## src/rtl/fetch_if.sv

```systemverilog
// Fetch <-> ROM/decode/redirect bundle. master = fetch unit side, slave = environment side.
interface fetch_if #(parameter int N = 64);
  logic [N-1:0] PCBranch_F;
  logic         PCSrc_F;
  logic [5:0]   imem_addr_F;
  logic [31:0]  imem_q;
  logic [31:0]  instr_D;
  logic [N-1:0] pc_D;
  logic         valid_D;
  logic         ready_D;
  logic         halted;

  modport master (
    input  PCBranch_F, PCSrc_F, imem_q, ready_D,
    output imem_addr_F, instr_D, pc_D, valid_D, halted
  );

  modport slave (
    output PCBranch_F, PCSrc_F, imem_q, ready_D,
    input  imem_addr_F, instr_D, pc_D, valid_D, halted
  );
endinterface

```

## src/rtl/fetch_unit.sv

```systemverilog
// Instruction fetch stage: BOOT/RUN/FLUSH/HALT sequencer feeding decode through a valid/ready register.
// Optional accepted-instruction counter port fetch_cnt when FETCH_CNT_EN is defined.
module fetch_unit #(
  parameter int N = 64
) (
  input  logic    clk,
  input  logic    reset,
  fetch_if.master bus
`ifdef FETCH_CNT_EN
  ,
  output logic [31:0] fetch_cnt
`endif
);

  typedef enum logic [1:0] {BOOT, RUN, FLUSH, HALT} state_e;

  state_e       state_q;
  logic [N-1:0] pc_q;
  logic [N-1:0] pc_d_q;
  logic [31:0]  instr_q;
  logic         valid_q;
  logic         halted_q;

  logic advance;
  logic out_of_range;
  logic xfer;

  assign advance      = ~valid_q | bus.ready_D;
  assign xfer         = valid_q & bus.ready_D;
  // ROM holds 64 words; anything above byte address 0xFF is off the end.
  assign out_of_range = |pc_q[N-1:8];

  assign bus.imem_addr_F = pc_q[7:2];
  assign bus.instr_D     = instr_q;
  assign bus.pc_D        = pc_d_q;
  assign bus.valid_D     = valid_q;
  assign bus.halted      = halted_q;

  // Redirect targets are forced word-aligned; the dropped low bits are not a fault.
  logic unused_lowbits;
  assign unused_lowbits = ^bus.PCBranch_F[1:0];

  always_ff @(posedge clk) begin
    if (reset) begin
      state_q  <= BOOT;
      pc_q     <= '0;
      pc_d_q   <= '0;
      instr_q  <= '0;
      valid_q  <= 1'b0;
      halted_q <= 1'b0;
    end else if (bus.PCSrc_F) begin
      pc_q     <= {bus.PCBranch_F[N-1:2], 2'b00};
      valid_q  <= 1'b0;
      halted_q <= 1'b0;
      state_q  <= FLUSH;
    end else begin
      case (state_q)
        BOOT:  state_q <= RUN;
        FLUSH: state_q <= RUN;
        RUN: begin
          if (advance) begin
            if (out_of_range) begin
              valid_q  <= 1'b0;
              halted_q <= 1'b1;
              state_q  <= HALT;
            end else begin
              instr_q <= bus.imem_q;
              pc_d_q  <= pc_q;
              valid_q <= 1'b1;
              pc_q    <= pc_q + N'(4);
            end
          end
        end
        HALT: begin
          if (bus.ready_D) valid_q <= 1'b0;
        end
        default: state_q <= BOOT;
      endcase
    end
  end

`ifdef FETCH_CNT_EN
  logic [31:0] cnt_q;
  assign fetch_cnt = cnt_q;

  always_ff @(posedge clk) begin
    if (reset)     cnt_q <= '0;
    else if (xfer) cnt_q <= cnt_q + 32'd1;
  end
`else
  logic unused_xfer;
  assign unused_xfer = xfer;
`endif

endmodule

```

## src/flat_wrapper.sv

```systemverilog
// flat-port wrapper written by rule: the top's interface ports become plain ports
module fetch_unit_flat 
#(
  parameter int N = 64
)
  (clk, reset, bus_PCBranch_F, bus_PCSrc_F, bus_imem_q, bus_ready_D, bus_imem_addr_F, bus_instr_D, bus_pc_D, bus_valid_D, bus_halted);
  fetch_if #(.N(N)) bus_i ();
  input  logic clk;
  input  logic reset;
  input wire logic [$bits(bus_i.PCBranch_F)-1:0] bus_PCBranch_F;
  input wire logic [$bits(bus_i.PCSrc_F)-1:0] bus_PCSrc_F;
  input wire logic [$bits(bus_i.imem_q)-1:0] bus_imem_q;
  input wire logic [$bits(bus_i.ready_D)-1:0] bus_ready_D;
  output wire logic [$bits(bus_i.imem_addr_F)-1:0] bus_imem_addr_F;
  output wire logic [$bits(bus_i.instr_D)-1:0] bus_instr_D;
  output wire logic [$bits(bus_i.pc_D)-1:0] bus_pc_D;
  output wire logic [$bits(bus_i.valid_D)-1:0] bus_valid_D;
  output wire logic [$bits(bus_i.halted)-1:0] bus_halted;
  assign bus_i.PCBranch_F = bus_PCBranch_F;
  assign bus_i.PCSrc_F = bus_PCSrc_F;
  assign bus_i.imem_q = bus_imem_q;
  assign bus_i.ready_D = bus_ready_D;
  assign bus_imem_addr_F = bus_i.imem_addr_F;
  assign bus_instr_D = bus_i.instr_D;
  assign bus_pc_D = bus_i.pc_D;
  assign bus_valid_D = bus_i.valid_D;
  assign bus_halted = bus_i.halted;
  fetch_unit #(.N(N)) u_core (.clk(clk), .reset(reset), .bus(bus_i));
endmodule
```

## config.mk

```make
export PLATFORM = sky130hd
export DESIGN_NAME = fetch_unit_flat
export DESIGN_NICKNAME = d
export VERILOG_FILES = /design/src/rtl/fetch_if.sv /design/src/rtl/fetch_unit.sv /design/src/flat_wrapper.sv
export SDC_FILE = /design/constraint.sdc
export NUM_CORES = 1
export LEC_CHECK = 0
export ABC_AREA = 1
export BUFFER_PORTS_ARGS = -buffer_cell sky130_fd_sc_hd__buf_4
export CORE_UTILIZATION = 45
export DETAILED_ROUTE_END_ITERATION = 10
export PLACE_DENSITY = 0.73
export SLEW_MARGIN = 5
export SYNTH_ARGS = -nofsm -noshare
export SYNTH_HDL_FRONTEND = slang
export SYNTH_SLANG_ARGS = --single-unit
```

## constraint.sdc

```tcl
create_clock -name clk -period 2.17 [get_ports clk]
set_clock_uncertainty 0.1 [all_clocks]
set_input_delay 0.434 -clock clk [delete_from_list [all_inputs] [get_ports clk]]
set_output_delay 0.434 -clock clk [all_outputs]
set_load 0.01 [all_outputs]
```

==> run_results.csv <==
group,metric,value,unit
pwr,ir_drop,853,µV
detailed_routing,drc_errors,0,
timing,fmax,540,MHz
timing,period_share,85.3,%
global_routing,overflow,0,
timing,setup_viol,0,
worst_setup_path,crit_required,2.43,ns
floorplanning,core-area,0.0128,mm²
clock_tree,clk_pin_slew,0.07,ns
global_routing,grt_max_degree,90,
finish,area_growth,36.5,%
detailed_routing,postRouteAntennaNets,0,
floorplanning,rows,41,
synthesis,ys_seq_area_share,53.8,%
synthesis,syn_area,0.00596,mm²
detailed_routing,routedWlPerCell,12.5,µm
timing,slew_headroom,58.0,%
worst_setup_path,crit_fanout,41,
detailed_routing,finalWirelength,14100,µm
clock_tree,cts_tree,"yes",
detailed_routing,drt_iter0_drc,508,
finish,drive_above_1_share,25.9,%
worst_setup_path,r2r_end,"u_core.pc_q[34]",
detailed_routing,num_vias,5290,
synthesis,yosys_warnings,0,
clock_tree,post_cts_buffers,0,
clock_tree,cts_hold_buf,0,
timing,tightest_slew,0.631,ns
synthesis,netlist_instances,772,
min_path,hold_start,"bus_imem_q[27]",
min_path,worstHoldPathCells,3,
place,gp_congestion,0.743,
floorplanning,initial_core_util,46.6,%
timing,slew_viol_final,0,
place,dp.cells,1094,
worst_setup_path,reg2reg_slack,0.32,ns
synthesis,synthDistinctLibCells,23,
worst_setup_path,r2r-start,"u_core.pc_q[31]",
clock_tree,htreeDepth,4,
worst_setup_path,cp-startpoint,"u_core.pc_q[31]",
clock_tree,cts_sinks,160,
place,post-place-ws,0.395,ns
clock_tree,numCtsBuffers,17,
min_path,hold-path-endpoint,"u_core.bus.instr_D[27]",
global_routing,grt_pass1_wl,22100,µm
clock_tree,root_buffer,"clkbuf_16",
worst_setup_path,crit_arrival,2.11,ns
timing,period_needed,1.85,ns
finish,final_cell_mix,"204 x buf_4, 165 x nand2_1, 160 x dfxtp_1",
clock_tree,clk_path_buf_depth,2,
floorplanning,die_area,0.0137,mm²
finish,final_common_cell,"buf_4",
synthesis,yosysTopAreaCell,"dfxtp_1",
finish,final_cells,1126,
timing,grt_setup_unrepaired,"no",
place,dp.final_hpwl,9170,µm
detailed_routing,drtPass1Iterations,5,
run,drv_cap,0,
clock_tree,clock_latency,0.42,ns
pwr,p_per_area,812,mW/mm²
synthesis,ys_ff_latch,160,
floorplanning,die_w,117,µm
clock_tree,cts_resized,0,
global_routing,grt_pass1_vias,4609,
worst_setup_path,endpoint_kind,"flop",
global_routing,grt_use_total,21.0,%
finish,final_nets,1042,
worst_setup_path,crit_type,"flop to flop",
worst_setup_path,r2r_cells,10,
min_path,hp-class,"primary input to flop",
synthesis,synth.area.top_cells,"dfxtp_1 54%, nand2_1 10%, nor2_1 9.4%",
synthesis,avgSynthCellArea,7.71,µm²
floorplanning,io_pins,204,
detailed_routing,vias_per_cell,4.70,
worst_setup_path,startpoint_type,"flop",
finish,final_util,63.6,%
timing,setup_tns,0,ns
synthesis,synth_top_area_share,53.8,%
place,portBuffers,199,
floorplanning,fp.dieH,117,µm
timing,setup_slack,0.319,ns
finish,diodes,0,
pwr,p_leak,4.18,nW
timing,finalHoldViolations,0,
status,status,"finished, final reports clean",
global_routing,antenna_found_initial,0,
## cells in the mapped netlist, drive strengths merged
cell type and count:
nand3b 7, a21oi 53, xor2 2, dfxtp 160, inv 48, o21ai 9
conb 1, and3 55, buf 27, nor2 151, nand4 3, nand2 165
ha 1, clkbuf 32, nand3 57, xnor2 1
## through the flow
step	total power [W]	hold slack, ns	area, µm²
final	0.00660	0.129	8130
after global routing	0.00688	0.119	8130
after CTS	0.00668	0.109	8130
after detailed placement	0.00354	0.340	7490
after global placement	0.00353	0.331	7490
after floorplan	0.00334	0.356	5960
## critical path, stage by stage, from the launching register on
cell      delay [ns]
dfxtp_1         0.32
nor2_1          0.12
nand2_1         0.09
nor2_1          0.13
nand2_1         0.11
nor2_4          0.18
nand3_2         0.22
buf_12          0.25
nand3b_1        0.11
nand2_1         0.05
nor2_1          0.09
## where the power goes
part,switching (W),internal (W),leakage [nW]
registers,0.0000421,0.00301,1.30
clock network,0.00135,0.00178,0.309
logic,0.000211,0.000213,2.57
total,0.00160,0.00500,4.18
## metal layers
metal / part of all wire (%) / vias up / global-route usage [%]
met1: 44 / 2383 / 26.7
met5: 0 / - / 0
met4: 1.1 / 0 / 8.44
met2: 49 / 132 / 33.5
li1: - / 2764 / -
met3: 5.5 / 11 / 6.13
## how the worst max path moves through the flow
stage,cells past startpoint,slack (ns),endpoint
2_1_floorplan,9,0.66,u_core.bus.pc_D[61]
3_3_place_gp,8,0.39,u_core.bus.pc_D[37]
3_5_place_dp,8,0.40,u_core.bus.pc_D[50]
4_1_cts,10,0.30,u_core.pc_q[34]
5_1_grt,10,0.15,u_core.pc_q[27]
6_report,10,0.32,u_core.pc_q[34]
## sequential cells by signal, indices dropped and copies added, names as in the netlist
name,flops
u_core.bus.pc_D,62
u_core.pc_q,62
u_core.bus.instr_D,32
u_core.state_q,2
u_core.bus.halted,1
u_core.bus.valid_D,1
## cells by family (layout without fill, tap and decap cells)
group	after synthesis	count (layout)	synth area share [%]
AOI/OAI and AO/OA	62	62	5.21
adders and majority gates	1	1	0.210
other	1	2	0.0630
and+or+nand+nor	438	438	32.3
DFF	160	160	53.8
xor gates and xnor gates	3	3	0.441
buffers and inverters	107	288	8.03
## layout make-up
cell class	instances	area, µm²
Sequential cell	160	3200
Multi-Input combinational cell	506	2280
Fill cell	1138	4640
Timing Repair Buffer	208	1610
Clock buffer	17	425
Tap cell	172	215
Inverter	48	180
Clock inverter	15	215
Note: power is estimated with default switching activity, not from simulation.
